[config.mk]
export PLATFORM = sky130hd
export DESIGN_NAME = ddr_local_burst_splitter
export DESIGN_NICKNAME = d
export VERILOG_FILES = /design/src/rtl/ddr_local_pkg.sv /design/src/rtl/ddr_local_sub_burst_gen.sv /design/src/rtl/ddr_local_burst_splitter.sv
export SDC_FILE = /design/constraint.sdc
export NUM_CORES = 1
export LEC_CHECK = 0
export ABC_AREA = 1
export BUFFER_PORTS_ARGS = -buffer_cell sky130_fd_sc_hd__buf_2
export CAP_MARGIN = 25
export CORE_UTILIZATION = 54
export CTS_BUF_LIST = sky130_fd_sc_hd__clkbuf_16
export DETAILED_ROUTE_END_ITERATION = 10
export PLACE_DENSITY_LB_ADDON = 0.25
export SYNTH_ARGS = -nofsm -noshare
export SYNTH_HDL_FRONTEND = slang
export SYNTH_HIERARCHICAL = 1
export SYNTH_SLANG_ARGS = --single-unit
[constraint.sdc]
create_clock -name local_clk_i -period 6.6 [get_ports local_clk_i]
set_input_delay 1.65 -clock local_clk_i [delete_from_list [all_inputs] [get_ports local_clk_i]]
set_output_delay 1.65 -clock local_clk_i [all_outputs]
set_load 0.01 [all_outputs]
[src/rtl/ddr_local_pkg.sv]
// Shared types and helpers for the DDR local-interface burst splitter.
// Sizes are in words; LOCAL_SIZE_W covers the 1..64 upstream burst range.
package ddr_local_pkg;

   localparam int unsigned LOCAL_SIZE_W = 7;

   typedef enum logic [1:0] {
      StIdle,
      StWr,
      StRd
   } state_e;

   function automatic logic [LOCAL_SIZE_W-1:0] min_size(
      input logic [LOCAL_SIZE_W-1:0] rem,
      input logic [LOCAL_SIZE_W-1:0] max
   );
      return (rem < max) ? rem : max;
   endfunction

endpackage

[src/rtl/ddr_local_sub_burst_gen.sv]
// Tracks the current sub-burst (address, remaining words, beat within sub-burst).
// Outputs reflect the loaded values combinationally when load_i is high.
module ddr_local_sub_burst_gen
   import ddr_local_pkg::*;
#(
   parameter int unsigned ADDR_WIDTH = 23,
   parameter int unsigned MAX_BURST  = 4
) (
   input  logic                    clk_i,
   input  logic                    rst_ni,
   input  logic                    load_i,
   input  logic [ADDR_WIDTH-1:0]   addr_i,
   input  logic [LOCAL_SIZE_W-1:0] size_i,
   input  logic                    beat_i,
   input  logic                    cmd_i,
   output logic [ADDR_WIDTH-1:0]   addr_o,
   output logic [LOCAL_SIZE_W-1:0] size_o,
   output logic                    first_o,
   output logic                    last_beat_o,
   output logic                    last_sub_o
);

   localparam logic [LOCAL_SIZE_W-1:0] MaxSize  = LOCAL_SIZE_W'(MAX_BURST);
   localparam logic [ADDR_WIDTH-1:0]   AddrStep = ADDR_WIDTH'(MAX_BURST);

   logic [ADDR_WIDTH-1:0]   addr_q, addr_d, addr_v;
   logic [LOCAL_SIZE_W-1:0] rem_q, rem_d, rem_v;
   logic [LOCAL_SIZE_W-1:0] beat_q, beat_d, beat_v;
   logic [LOCAL_SIZE_W-1:0] size_v;
   logic                    sub_end;

   always_comb begin
      // The view is what the current beat/command uses: fresh values on load.
      if (load_i) begin
         addr_v = addr_i;
         rem_v  = (size_i == '0) ? LOCAL_SIZE_W'(1) : size_i;
         beat_v = '0;
      end else begin
         addr_v = addr_q;
         rem_v  = rem_q;
         beat_v = beat_q;
      end
      size_v  = min_size(rem_v, MaxSize);
      sub_end = (beat_v == size_v - LOCAL_SIZE_W'(1));

      addr_d = addr_v;
      rem_d  = rem_v;
      beat_d = beat_v;
      if (beat_i && !sub_end) begin
         beat_d = beat_v + LOCAL_SIZE_W'(1);
      end else if (beat_i || cmd_i) begin
         addr_d = addr_v + AddrStep;
         rem_d  = rem_v - size_v;
         beat_d = '0;
      end
   end

   assign addr_o      = addr_v;
   assign size_o      = size_v;
   assign first_o     = (beat_v == '0);
   assign last_sub_o  = (rem_v <= MaxSize);
   assign last_beat_o = sub_end && (rem_v <= MaxSize);

   always_ff @(posedge clk_i or negedge rst_ni) begin
      if (!rst_ni) begin
         addr_q <= '0;
         rem_q  <= '0;
         beat_q <= '0;
      end else begin
         addr_q <= addr_d;
         rem_q  <= rem_d;
         beat_q <= beat_d;
      end
   end

endmodule

[src/rtl/ddr_local_burst_splitter.sv]
// Splits upstream local-interface bursts (up to 64 words) into IP sub-bursts of
// at most MAX_BURST words; read data is returned with one cycle of latency.
module ddr_local_burst_splitter
   import ddr_local_pkg::*;
#(
   parameter int unsigned ADDR_WIDTH = 23,
   parameter int unsigned DATA_WIDTH = 32,
   parameter int unsigned MAX_BURST  = 4
) (
   input  logic                    local_clk_i,
   input  logic                    local_reset_n_i,
   input  logic [ADDR_WIDTH-1:0]   s_address_i,
   input  logic                    s_write_req_i,
   input  logic                    s_read_req_i,
   input  logic                    s_burstbegin_i,
   input  logic [DATA_WIDTH-1:0]   s_wdata_i,
   input  logic [DATA_WIDTH/8-1:0] s_be_i,
   input  logic [LOCAL_SIZE_W-1:0] s_size_i,
   output logic                    s_ready_o,
   output logic [DATA_WIDTH-1:0]   s_rdata_o,
   output logic                    s_rdata_valid_o,
   output logic [ADDR_WIDTH-1:0]   m_address_o,
   output logic                    m_write_req_o,
   output logic                    m_read_req_o,
   output logic                    m_burstbegin_o,
   output logic [DATA_WIDTH-1:0]   m_wdata_o,
   output logic [DATA_WIDTH/8-1:0] m_be_o,
   output logic [LOCAL_SIZE_W-1:0] m_size_o,
   input  logic                    m_ready_i,
   input  logic [DATA_WIDTH-1:0]   m_rdata_i,
   input  logic                    m_rdata_valid_i
);

   state_e state_q, state_d;

   logic                    gen_load, gen_beat, gen_cmd;
   logic [ADDR_WIDTH-1:0]   gen_addr;
   logic [LOCAL_SIZE_W-1:0] gen_size;
   logic                    gen_first, gen_last_beat, gen_last_sub;

   logic [DATA_WIDTH-1:0]   rdata_q;
   logic                    rdata_valid_q;

   ddr_local_sub_burst_gen #(
      .ADDR_WIDTH(ADDR_WIDTH),
      .MAX_BURST (MAX_BURST)
   ) u_gen (
      .clk_i      (local_clk_i),
      .rst_ni     (local_reset_n_i),
      .load_i     (gen_load),
      .addr_i     (s_address_i),
      .size_i     (s_size_i),
      .beat_i     (gen_beat),
      .cmd_i      (gen_cmd),
      .addr_o     (gen_addr),
      .size_o     (gen_size),
      .first_o    (gen_first),
      .last_beat_o(gen_last_beat),
      .last_sub_o (gen_last_sub)
   );

   always_comb begin
      state_d        = state_q;
      gen_load       = 1'b0;
      gen_beat       = 1'b0;
      gen_cmd        = 1'b0;
      s_ready_o      = 1'b0;
      m_write_req_o  = 1'b0;
      m_read_req_o   = 1'b0;
      m_burstbegin_o = 1'b0;
      m_address_o    = '0;
      m_size_o       = LOCAL_SIZE_W'(1);
      m_wdata_o      = '0;
      m_be_o         = '0;
      // Reset forces every output to its idle value without waiting for a clock.
      if (local_reset_n_i) begin
         unique case (state_q)
            StIdle: begin
               if (s_write_req_i) begin
                  m_write_req_o  = 1'b1;
                  m_burstbegin_o = 1'b1;
                  m_wdata_o      = s_wdata_i;
                  m_be_o         = s_be_i;
                  s_ready_o      = m_ready_i;
                  if (s_burstbegin_i) begin
                     gen_load    = 1'b1;
                     gen_beat    = m_ready_i;
                     m_address_o = gen_addr;
                     m_size_o    = gen_size;
                     if (m_ready_i && !gen_last_beat) begin
                        state_d = StWr;
                     end
                  end else begin
                     // Stray beat without burstbegin: forward as a single-word burst.
                     m_address_o = s_address_i;
                  end
               end else if (s_read_req_i) begin
                  if (s_burstbegin_i) begin
                     gen_load = 1'b1;
                     state_d  = StRd;
                  end
               end else begin
                  s_ready_o = m_ready_i;
               end
            end
            StWr: begin
               m_write_req_o  = s_write_req_i;
               m_burstbegin_o = s_write_req_i && gen_first;
               m_address_o    = gen_addr;
               m_size_o       = gen_size;
               m_wdata_o      = s_wdata_i;
               m_be_o         = s_be_i;
               s_ready_o      = m_ready_i;
               gen_beat       = s_write_req_i && m_ready_i;
               if (gen_beat && gen_last_beat) begin
                  state_d = StIdle;
               end
            end
            StRd: begin
               m_read_req_o   = 1'b1;
               m_burstbegin_o = 1'b1;
               m_address_o    = gen_addr;
               m_size_o       = gen_size;
               gen_cmd        = m_ready_i;
               if (m_ready_i && gen_last_sub) begin
                  s_ready_o = 1'b1;
                  state_d   = StIdle;
               end
            end
            default: state_d = StIdle;
         endcase
      end
   end

   always_ff @(posedge local_clk_i or negedge local_reset_n_i) begin
      if (!local_reset_n_i) begin
         state_q       <= StIdle;
         rdata_q       <= '0;
         rdata_valid_q <= 1'b0;
      end else begin
         state_q       <= state_d;
         rdata_q       <= m_rdata_i;
         rdata_valid_q <= m_rdata_valid_i;
      end
   end

   assign s_rdata_o       = rdata_q;
   assign s_rdata_valid_o = rdata_valid_q;

endmodule

[After elaboration in Yosys (flattened, before gate mapping)]
Index checks and enable logic that the tools add are counted.
Cells by class
  $add $sub $neg: 4
  $lt $le $gt $ge: 2
  equality and inequality tests: 8
  mux-type cells: 56
  reduce and logical (&&, ||, !) cells: 15
Operators with widths (count)
  $mux W23: 6
  $mux W7: 11
  $mux W32: 2
  $pmux W32 S2: 1
  $pmux W23 S2: 1
  $add A23 B3 Y23 const B: 1
  $mux W1: 19
  $logic_not A7 Y1: 2
  $mux W2: 7
  $pmux W7 S2: 1
  $mux W4: 2
  $pmux W4 S2: 1
  $add A7 B1 Y7 const B: 1
  $eq A7 B7 Y1: 1
  $le A7 B3 Y1 const B: 1
  $logic_and A1 B1 Y1: 7
  $lt A7 B3 Y1 const B: 1
  $sub A7 B1 Y7 const B: 1
  $sub A7 B7 Y7: 1
  $ne A2 B2 Y1 const B: 3
  $ne A3 B3 Y1 const B: 2
  $pmux W1 S3: 2
  $pmux W2 S3: 1
  $reduce_and A6 Y1: 1
  7 further kinds: 9
Storage, ports and cells
  register bits after elaboration: 72
  output and inout bits: 103
  word-level logic and storage cells: 91

[Longest topological paths before layout]
Gate-level depths: netlist (run 1).
  depth in word-level cells: 17
  gate-level depth with buffers: 28

[Hierarchy]
The synthesis (run 1) kept the hierarchy.
By module, submodules not included
  ddr_local_sub_burst_gen: times used 1, cells each 564, area an instance 3333.2 um^2
  ddr_local_burst_splitter: times used 1, cells each 234, area an instance 2092.0 um^2

[Least setup slack after synthesis (run 1)]
Ideal clock, no wire load.
  kind: input -> output
  start: in s_write_req_i
  end: out s_ready_o
  data arrival time: 3.830 ns
  slack: 1.120 ns
  stages: 13
  path through: buf_2 -> nor2_1 -> nor4_1 -> inv_2 -> nand2_1 -> nand2_2 -> nor2_4 -> nand2_1 -> o21ai_0 -> nand2_1 -> o21ai_0 -> nor3_1 -> nor3_1
On the way
  word-level cells in the longest chain between the ends: 9
  elaborated cells between the ends (all ways): 10
  classes of those cells: order compare: 1; mux: 8; reduce/logical: 1
RTL lines
  from (decl): RTL line ddr_local_burst_splitter.sv:13  | input logic s_write_req_i,
  $mux W1: RTL line ddr_local_burst_splitter.sv:79  | if (s_write_req_i) begin
  $mux W1: RTL line ddr_local_burst_splitter.sv:77  | unique case (state_q)
  $mux W1: RTL line ddr_local_burst_splitter.sv:76  | if (local_reset_n_i) begin
  via gen_load: RTL line ddr_local_burst_splitter.sv:36  | logic gen_load, gen_beat, gen_cmd;
  $mux W7: RTL line ddr_local_sub_burst_gen.sv:34  | if (load_i) begin
  $le A7 B3 Y1: RTL line ddr_local_sub_burst_gen.sv:61  | assign last_sub_o = (rem_v <= MaxSize);
  via gen_last_sub: RTL line ddr_local_burst_splitter.sv:39  | logic gen_first, gen_last_beat, gen_last_sub;
  $logic_and A1 B1 Y1: RTL line ddr_local_burst_splitter.sv:125  | if (m_ready_i && gen_last_sub) begin
  $mux W1: RTL line ddr_local_burst_splitter.sv:125
  $pmux W1 S3: RTL line ddr_local_burst_splitter.sv:77
  $mux W1: RTL line ddr_local_burst_splitter.sv:76
  to (decl): RTL line ddr_local_burst_splitter.sv:19  | output logic s_ready_o,
The timed path passes the listed nets, and every way through them passes these cells.

[Worst setup path after layout (run 1)]
  start: in local_reset_n_i
  end: out m_burstbegin_o
On the way
  word-level cells in the longest chain between the ends: 6
RTL lines
  from (decl): RTL line ddr_local_burst_splitter.sv:11  | input logic local_reset_n_i,
  $mux W1: RTL line ddr_local_burst_splitter.sv:76
  via gen_load: RTL line ddr_local_burst_splitter.sv:36
  $mux W7: RTL line ddr_local_sub_burst_gen.sv:34
  $logic_not A7 Y1: RTL line ddr_local_sub_burst_gen.sv:60  | assign first_o = (beat_v == '0);
  via gen_first: RTL line ddr_local_burst_splitter.sv:39
  $logic_and A1 B1 Y1: RTL line ddr_local_burst_splitter.sv:108  | m_burstbegin_o = s_write_req_i && gen_first;
  $pmux W1 S3: RTL line ddr_local_burst_splitter.sv:77
  $mux W1: RTL line ddr_local_burst_splitter.sv:76
  to (decl): RTL line ddr_local_burst_splitter.sv:25  | output logic m_burstbegin_o,
The timed path passes the listed nets, and every way through them passes these cells.

==> metrics, run 1 <==
post-route cell area=between 0.006 and 0.007 mm2; Pleak=approximately 3.7 nW; status=finished clean; Setup WS post-layout=0.853 ns; flops & latches, synth=72; die span in y=~100 um; final worst-path cycle share=approximately 87%; TritonCTS clock tree=yes; DRC viols=0; Slew headroom=around 40%; drt pass-1 iters=8; register area=between 0.0015 and 0.002 mm2; Final Wtd Congestion=between 0.9 and 1; Setup CP Type=in -> out; unrepaired setup endpoints after global routing=no; post-cts gate resize count=0; top post-synthesis cells by area=dfrtp_1 (33%), nand2_1 (20%), nor3b_2 (6.9%), inv_1 (5.7%), nand3_1 (5.2%); clk sink count=72; internal power=1.29 mW; Final Total Pwr=about 2.4 mW; top cell type's share of synthesized area=between 30% and 40%; antenna cells=0; vias in the first global route=5000; Max-Cap Viols=0; Worst setup EP type=output port; switching share of power=a little under half; area occupied by multi-input gates=slightly above 0.003 mm2; H-tree lvl count=3; clock tree buffer depth=2; Clock transition at path regs=0.06 ns; # nets final=1097; Final Setup Violations=0; Std-Cell Core Area=0.00977 mm2; worst hold path type=reg -> reg; cell taking the most area after synthesis=dfrtp_1; CP startpoint kind=input port; Netlist cell types=32; min Tclk post-route=~5.7 ns; row count=36; Yosys warning total=6; Die W=102 um; most common cell in the synthesized netlist=nand2_1; dpl ws=roughly 0.95 ns; max-slew violations=0; crit path DAT=4.10 ns; critical path required time=4.95 ns; layout cells sized above 1=between 20 and 30%; DR vias=between 5k and 6k; skew final=0.00963 ns; largest net degree at the start of global routing=74; Net Sw Power=1.14 mW; post-synthesis sequential area ratio=approximately 33%; Placed Area=roughly 0.0064 mm2; global route overflow=0; fillers=~870; worst reg-to-reg setup slack=around 2.2 ns; initial antenna violation count=0; GRT Total Usage=about 29%; Final ANT Viol Nets=0; number of buffers created by CTS=9; PwrDens=359 mW/mm2; routed len/inst=between 10 and 15 um; Root Driver=clkbuf_16; Flop pwr share=24.1%; Mapped Avg Cell Area=6.80 um2; main flop type after synthesis=dfrtp_1; Vias/cell=approximately 5.1; first-pass GRT wire length=23200 um; Syn Inst Count=roughly 800; crit path max fanout=25; Clk pwr share=around a fifth; Initial Utilization=a little under three fifths; Post-synth ARST share=between 90% and 100%; Hold-fix buffers, CTS=0; synthesized area=about 0.0054 mm2; Area Overhead vs Synth=24.6%; # Post-CTS Setup Buffers=0; IO buf count=about 200; Highest Clock Rate=~170 MHz; final WL=14600 um; Worst-Skew Late Latency=0.34 ns; Final Hold Viols=0; Setup TNS=0 ns; power share of the combinational group=between 50% and 60%; I/O pin count=208; die area=around 0.010 mm2; synth cell count leaders=nand2_1 (294), inv_1 (83), dfrtp_1 (72), nor2_1 (65), nand3_1 (56); number of flops mapped to enable cells by yosys=0; DR iter-0 viols=between 200 and 300; maximum VDD drop=0.191 mV; Worst Tran Pin Value=0.900 ns; hpwl dp=10400 um
[critical path, cell delays in order]
cell and delay (ns):
buf_4 0.11, inv_1 0.08, nor4_2 0.36, buf_4 0.33, inv_2 0.21, nand2_1 0.22
ha_1 0.17, o21ai_0 0.07, nor4_1 0.30, nand3_1 0.12, a21oi_1 0.27, buf_2 0.19
[per-stage QoR]
| stage | util [%] | hold slack [ns] | instances |
|---|---|---|---|
| 2_1_floorplan | - | 0.439 | 801 |
| 3_3_place_gp | 65.7 | 0.465 | 1102 |
| 3_5_place_dp | 65.7 | 0.461 | 1102 |
| 4_1_cts | 68.9 | 0.474 | 1118 |
| 5_1_grt | 69.1 | 0.494 | 1119 |
| 6_report | 69.1 | 0.471 | 1119 |
[layout make-up]
class	count	share of cell area, %
Clock inverter	7	1.17
Sequential cell	72	26.7
Multi-Input combinational cell	600	45.3
Inverter	87	4.83
Tap cell	133	2.46
Timing Repair Buffer	211	16.3
Clock buffer	9	3.33
[final timing paths]
kind / start / depth (start not counted) / to
max in group asynchronous: local_reset_n_i / 2 / u_gen/addr_q[0]$_DFF_PN0_
max: local_reset_n_i / 12 / m_burstbegin_o
min reg2reg: u_gen/addr_q[0]$_DFF_PN0_ / 2 / u_gen/addr_q[0]$_DFF_PN0_
max reg2reg: state_q[0]$_DFFE_PN0P_ / 23 / state_q[0]$_DFFE_PN0P_
min in group asynchronous: local_reset_n_i / 2 / s_rdata_o[4]$_DFF_PN0_
min: u_gen/addr_q[0]$_DFF_PN0_ / 2 / u_gen/addr_q[0]$_DFF_PN0_
[logic make-up after synthesis]
family          after synthesis  synth area share, %
fa+ha+maj                    11                 2.54
buf+inv                     129                 11.1
xor+xnor                     17                 2.74
simple gates                486                 42.6
flops                        72                 33.2
compound gates               82                 7.75
other cells                   1               0.0691
[registers in the layout (all words and copies together), names as in the netlist]
name,count
s_rdata_valid_o,1
state_q,2
u_gen/rem_q,7
u_gen/beat_q,7
s_rdata_o,32
u_gen/addr_q,23
[power groups by stage]
stage / logic (mW) / registers, mW / clock network, mW
2_1_floorplan: 1.02 / 0.590 / 0
3_3_place_gp: 1.31 / 0.591 / 0
3_5_place_dp: 1.32 / 0.592 / 0
4_1_cts: 1.33 / 0.585 / 0.502
5_1_grt: 1.53 / 0.597 / 0.524
6_report: 1.35 / 0.585 / 0.495
[layout by cell type, fill, tap and decap left out, types with 5 or more instances in the layout]
master / synthesis / routed
a21oi_1: 29 / 29
buf_2: 9 / 202
buf_4: 15 / 8
clkbuf_16: 0 / 9
dfrtp_1: 72 / 72
ha_1: 11 / 11
inv_1: 83 / 83
nand2_1: 294 / 294
nand2_2: 5 / 5
nand3_1: 56 / 56
nand4_1: 10 / 10
nor2_1: 65 / 65
nor2_2: 5 / 5
nor3b_1: 5 / 5
nor3b_2: 30 / 30
o21ai_0: 39 / 39
o21ai_1: 10 / 9
xor2_1: 17 / 17
[layer usage]
layer	part of all wire (%)	vias to the layer above	GRT usage, %	routed length (um)
li1	-	2851	-	-
met1	40	2540	33.4	5780
met2	50	240	51.2	7320
met3	6.2	38	4.58	902
met4	4.1	0	15.7	598
met5	0	-	0	0
Note: power is estimated with default switching activity, not from simulation.
==> run 2, diff against run 1 <==
--- a/config.mk
+++ b/config.mk
@@ -11,7 +11,7 @@
 export CORE_UTILIZATION = 54
 export CTS_BUF_LIST = sky130_fd_sc_hd__clkbuf_16
 export DETAILED_ROUTE_END_ITERATION = 10
-export PLACE_DENSITY_LB_ADDON = 0.25
+export PLACE_DENSITY = 0.87
 export SYNTH_ARGS = -nofsm -noshare
 export SYNTH_HDL_FRONTEND = slang
 export SYNTH_HIERARCHICAL = 1
==> metrics, run 2 (synthesis results as in run 1) <==
most frequent cells in the layout=nand2_1 (294), buf_2 (202), inv_1 (83) (unchanged); number of buffers created by CTS=9 (unchanged); # Post-CTS Setup Buffers=0 (unchanged); CP dominant cell by count=o21ai_0 (was buf_4); Largest register FFs=32 (unchanged); crit-path cells=buf_4 > inv_1 > nor4_2 > buf_4 > o21ai_0 > nor2_1 > nand2_1 > o21ai_0 > nand2_1 > o21ai_0 > nor3_1 > nor3_1 > buf_2 (was buf_4 > inv_1 > nor4_2 > buf_4 > inv_2 > nand2_1 > ha_1 > o21ai_0 > nor4_1 > nand3_1 > a21oi_1 > buf_2); CP startpoint kind=input port (unchanged); die span in y=102 um (unchanged); # nets final=1097 (unchanged); Setup TNS=0 ns (unchanged); status=finished clean (unchanged); Net Sw Power=1.17 mW (was 1.14 mW); PwrDens=364 mW/mm2 (was 359 mW/mm2); unrepaired setup endpoints after global routing=no (unchanged); DR iter-0 viols=480 (was 257); initial antenna violation count=0 (unchanged); hold path depth=2 (unchanged); Clk pwr share=20.6% (was 20.4%); vias in the first global route=5227 (was 5000); Root Driver=clkbuf_16 (unchanged); Hold-fix buffers, CTS=0 (unchanged); die area=0.0105 mm2 (unchanged); final worst-path cycle share=86.7% (was 87.1%); I/O pin count=208 (unchanged); largest net degree at the start of global routing=74 (unchanged); met3 Use GR=4.51% (was 4.58%); global route overflow=0 (unchanged); Flop pwr share=23.8% (was 24.1%); Final Wtd Congestion=0.934 (was 0.963); most common cell after layout, fill and taps aside=nand2_1 (unchanged); Area Overhead vs Synth=24.8% (was 24.6%); Vias/cell=5.20 (was 5.07); maximum VDD drop=0.229 mV (was 0.191 mV); worst r2r src=state_q[0]$_DFFE_PN0P_ (unchanged); worst reg-to-reg setup slack=2.40 ns (was 2.21 ns); Highest Clock Rate=175 MHz (was 174 MHz); internal power=1.30 mW (was 1.29 mW); max-slew violations=0 (unchanged); Final Hold Viols=0 (unchanged); Crit Reg-Reg Endpoint=state_q[0]$_DFFE_PN0P_ (unchanged); non-filler cells, final=1119 (unchanged); Slew headroom=33.9% (was 40.0%); critical path required time=4.95 ns (about the same); worst r2r path cells=23 (unchanged); Die W=102 um (unchanged); worst hold start=u_gen/addr_q[1]$_DFF_PN0_ (was u_gen/addr_q[0]$_DFF_PN0_); delay-heaviest family, CP=simple AND/OR/NAND/NOR gates (unchanged); met2 usage=51.1% (was 51.2%); drt pass-1 iters=5 (was 8); Worst-Skew Late Latency=0.33 ns (was 0.34 ns); power share of the combinational group=55.5% (about the same); Worst setup EP type=output port (unchanged); crit path DAT=4.07 ns (was 4.10 ns); Std-Cell Core Area=0.00977 mm2 (unchanged); DP Cell Count=1101 (was 1102); DR vias=5822 (was 5669); routed len/inst=13.5 um (was 13.0 um); Final ANT Viol Nets=0 (unchanged); layout cells sized above 1=28.9% (was 28.8%); H-tree lvl count=3 (unchanged); clock tree buffer depth=2 (unchanged); IO buf count=203 (unchanged); Worst Tran Pin Value=0.988 ns (was 0.900 ns); post-cts gate resize count=0 (unchanged); CP bufs+invs=4 (was 5); GRT met1 Usage=35.6% (was 33.4%); Clock transition at path regs=0.06 ns (about the same); Initial Utilization=55.5% (unchanged); hpwl dp=10800 um (was 10400 um); CP max-delay cell=nor4_2 (unchanged); GRT Total Usage=28.8% (was 28.9%); skew final=0.0130 ns (was 0.00963 ns); grt peak-use layer=met2 (unchanged); clk sink count=72 (unchanged); Max-Cap Viols=0 (unchanged); Pleak=3.67 nW (was 3.66 nW); antenna cells=0 (unchanged); switching share of power=47.3% (was 46.9%); min Tclk post-route=5.72 ns (was 5.75 ns); Hold Path Sink=u_gen/addr_q[1]$_DFF_PN0_ (was u_gen/addr_q[0]$_DFF_PN0_); Setup CP Type=in -> out (unchanged); TritonCTS clock tree=yes (unchanged); fin util=69.3% (was 69.1%); Slowest Stage Delay on Critical Path=0.44 ns (was 0.36 ns); worst hold path type=reg -> reg (unchanged); Final Setup Violations=0 (unchanged); final WL=15100 um (was 14600 um); DRC viols=0 (unchanged); row count=36 (unchanged); first-pass GRT wire length=23400 um (was 23200 um); crit path max fanout=34 (was 25)
run 2: changes by cell type in the layout (fill, tap and decap cells not counted):
cell        delta
clkinv_1       -1
buf_4          -1
inv_8          +1
clkinv_4       -2
buf_12         +2
clkinvlp_4     +1
buf_16         -1
inv_6          +1
run 2: through the flow:
step / hold slack, ns / instance area [um2] / total power, mW / setup WS [ns]
detailed placement: 0.462 / 6420 / 1.91 / 0.951
global placement: 0.458 / 6420 / 1.89 / 0.998
floorplan: 0.439 / 5440 / 1.61 / 1.12
CTS: 0.476 / 6730 / 2.44 / 0.924
finish: 0.475 / 6770 / 2.47 / 0.878
global route: 0.505 / 6770 / 2.68 / 0.536
run 2: worst register-to-register path: stages (launching register included):
cell,delay (ns)
dfrtp_1,0.42
inv_1,0.14
ha_1,0.22
inv_1,0.08
nor4_2,0.37
buf_4,0.40
o21ai_0,0.19
nor2_1,0.17
nand3_2,0.16
nor2_1,0.18
inv_1,0.06
ha_1,0.22
nand3_1,0.16
nand2_1,0.08
nand2_1,0.08
nand2_1,0.07
nor2_2,0.13
nand2_4,0.27
nor2_1,0.22
nand3_1,0.09
nand2_1,0.08
nand3_1,0.09
o21bai_1,0.15
nand2_1,0.06
run 2: worst max path at each step:
| stage | start | to | slack, ns | depth (start not counted) |
|---|---|---|---|---|
| global placement | local_reset_n_i | s_ready_o | 1.0 | 13 |
| finish | local_reset_n_i | s_ready_o | 0.88 | 13 |
| CTS | local_reset_n_i | s_ready_o | 0.92 | 13 |
| global route | local_reset_n_i | s_ready_o | 0.54 | 13 |
| detailed placement | local_reset_n_i | s_ready_o | 0.95 | 13 |
| floorplan | s_write_req_i | s_ready_o | 1.12 | 13 |
run 2: layer usage:
layer / part of all wire [%] / vias to the layer above / routed length (um)
met2: 49 / 333 / 7380
li1: - / 2856 / -
met3: 8.7 / 35 / 1320
met5: 0 / - / 0
met1: 40 / 2598 / 6000
met4: 2.7 / 0 / 405
run 2: area by class of cell:
class / instances / area (um2)
clock buffer: 9 / 225
clock inverter: 7 / 85.1
fill: 835 / 3010
inverter: 87 / 327
multi-input combinational: 600 / 3060
sequential: 72 / 1800
tap: 133 / 166
timing repair buffer: 211 / 1100
run 2: power groups by stage:
stage	clock, mW	sequential [mW]	combinational [mW]
4_1_cts	0.519	0.587	1.33
3_3_place_gp	0	0.590	1.30
5_1_grt	0.539	0.595	1.54
2_1_floorplan	0	0.590	1.02
3_5_place_dp	0	0.594	1.32
6_report	0.509	0.587	1.37
==> run 3, diff against run 2 <==
--- a/config.mk
+++ b/config.mk
@@ -6,12 +6,11 @@
 export NUM_CORES = 1
 export LEC_CHECK = 0
 export ABC_AREA = 1
-export BUFFER_PORTS_ARGS = -buffer_cell sky130_fd_sc_hd__buf_2
 export CAP_MARGIN = 25
-export CORE_UTILIZATION = 54
+export CORE_UTILIZATION = 25
 export CTS_BUF_LIST = sky130_fd_sc_hd__clkbuf_16
 export DETAILED_ROUTE_END_ITERATION = 10
-export PLACE_DENSITY = 0.87
+export DONT_BUFFER_PORTS = 1
 export SYNTH_ARGS = -nofsm -noshare
 export SYNTH_HDL_FRONTEND = slang
 export SYNTH_HIERARCHICAL = 1
==> metrics, run 3 (synthesis results as in run 1) <==
Setup WS post-layout=1.01 ns (was 0.878 ns); GRT Total Usage=14.4% (was 28.8%); critical path required time=4.95 ns (about the same); # nets final=893 (was 1097); Die W=149 um (was 102 um); clock tree buffer depth=2 (unchanged); worst hold path type=reg -> reg (unchanged); most frequent cells in the layout=nand2_1 (294), inv_1 (84), dfrtp_1 (72) (was nand2_1 (294), buf_2 (202), inv_1 (83)); worst r2r src=state_q[1]$_DFFE_PN0P_ (was state_q[0]$_DFFE_PN0P_); Setup TNS=0 ns (unchanged); vias in the first global route=4504 (was 5227); Highest Clock Rate=179 MHz (was 175 MHz); Final ANT Viol Nets=0 (unchanged); Std-Cell Core Area=0.0212 mm2 (was 0.00977 mm2); drt pass-1 iters=5 (unchanged); die area=0.0223 mm2 (was 0.0105 mm2); post-route cell area=0.00595 mm2 (was 0.00677 mm2); initial antenna violation count=1 (was 0); min Tclk post-route=5.59 ns (was 5.72 ns); PwrDens=396 mW/mm2 (was 364 mW/mm2); row count=53 (was 36); maximum VDD drop=0.145 mV (was 0.229 mV); final WL=15800 um (was 15100 um); DR vias=4876 (was 5822); non-filler cells, final=1058 (was 1119); crit path DAT=3.94 ns (was 4.07 ns); crit path max fanout=76 (was 34); DP Cell Count=1039 (was 1101); TritonCTS clock tree=yes (unchanged); I/O pin count=208 (unchanged); Crit Reg-Reg Endpoint=state_q[0]$_DFFE_PN0P_ (unchanged); Worst setup EP type=output port (unchanged); Final Setup Violations=0 (unchanged); Final Hold Viols=0 (unchanged); Vias/cell=4.61 (was 5.20); hpwl dp=11500 um (was 10800 um); Placed Area=0.00558 mm2 (was 0.00642 mm2); max-slew violations=0 (unchanged); Final Wtd Congestion=0.830 (was 0.934); Clock transition at path regs=0.06 ns (about the same); Hold-fix buffers, CTS=0 (unchanged); worst hold start=u_gen/addr_q[0]$_DFF_PN0_ (was u_gen/addr_q[1]$_DFF_PN0_); Max-Cap Viols=0 (unchanged); dpl ws=1.01 ns (was 0.951 ns); hold slack=0.473 ns (was 0.475 ns); unrepaired setup endpoints after global routing=no (unchanged); Area Overhead vs Synth=9.59% (was 24.8%); hold path depth=2 (unchanged); first-pass GRT wire length=24600 um (was 23400 um); routed len/inst=14.9 um (was 13.5 um); clk sink count=72 (unchanged); IO buf count=0 (was 203); DR iter-0 viols=328 (was 480); Worst-Skew Late Latency=0.34 ns (was 0.33 ns); worst r2r path cells=21 (was 23); most common cell after layout, fill and taps aside=nand2_1 (unchanged); Initial Utilization=25.6% (was 55.5%); Pleak=2.78 nW (was 3.67 nW); skew final=0.00502 ns (was 0.0130 ns); Worst Tran Pin Value=0.612 ns (was 0.988 ns); Root Driver=clkbuf_16 (unchanged); fin util=28.1% (was 69.3%); global route overflow=0 (unchanged); largest net degree at the start of global routing=77 (was 74); worst reg-to-reg setup slack=2.40 ns (about the same); status=finished clean (unchanged); layout cells sized above 1=10.1% (was 28.9%); Largest register FFs=32 (unchanged); number of buffers created by CTS=9 (unchanged); H-tree lvl count=3 (unchanged); CP startpoint kind=input port (unchanged); die span in y=149 um (was 102 um); DRC viols=0 (unchanged); Hold Path Sink=u_gen/addr_q[0]$_DFF_PN0_ (was u_gen/addr_q[1]$_DFF_PN0_); final worst-path cycle share=84.7% (was 86.7%); Final Total Pwr=2.35 mW (was 2.47 mW); Slew headroom=59.1% (was 33.9%); post-cts gate resize count=0 (unchanged); # Post-CTS Setup Buffers=0 (unchanged); Setup CP Type=in -> out (unchanged)
[run 3: changes by cell type in the layout (fill, tap and decap cells not counted), sizes merged]
| cell | change |
|---|---|
| inv | -3 |
| diode | +1 |
| bufinv | +1 |
| clkinv | +2 |
| buf | -204 |
[run 3: worst max-delay path, cell delays in order]
cell and delay (ns):
inv_1 0.07, nor4_2 0.48, buf_12 0.31, o21ai_0 0.16, nor2_1 0.17, nand2_1 0.11, o21ai_0 0.38, nand2_1 0.09
o21ai_0 0.09, nor3_1 0.07, nor3_1 0.16, buf_4 0.17
[run 3: worst max-delay path by stage]
stage	cells after the start	endpoint	start	slack, ns
6_report	12	s_ready_o	local_reset_n_i	1.01
5_1_grt	13	s_ready_o	local_reset_n_i	0.61
3_5_place_dp	12	s_ready_o	local_reset_n_i	1.01
2_1_floorplan	13	s_ready_o	s_write_req_i	1.12
3_3_place_gp	12	s_ready_o	local_reset_n_i	1.04
4_1_cts	12	s_ready_o	local_reset_n_i	1.00
[run 3: layout make-up]
class                   instances  area, um2
diodes                          1       2.50
clock buffers                   9        225
clock inverters                 7       87.6
fillers                      2285      15200
inverters                      87        327
multi-input cells             600       3060
flip-flops and latches         72       1800
well taps                     275        344
repair buffers                  7       97.6
[run 3: report_power, final]
| part | internal [mW] | total [mW] | leakage [nW] | switching, mW |
|---|---|---|---|---|
| registers | 0.553 | 0.592 | 0.868 | 0.0387 |
| clock network | 0.327 | 0.521 | 0.150 | 0.193 |
| logic | 0.363 | 1.24 | 1.77 | 0.879 |
| total | 1.24 | 2.35 | 2.78 | 1.11 |
[run 3: layer usage]
metal | part of all wire [%] | track usage (%)
met1 | 42 | 17.5
met2 | 46 | 23.5
met5 | 0 | 0
met4 | 0.80 | 3.21
met3 | 11 | 6.18
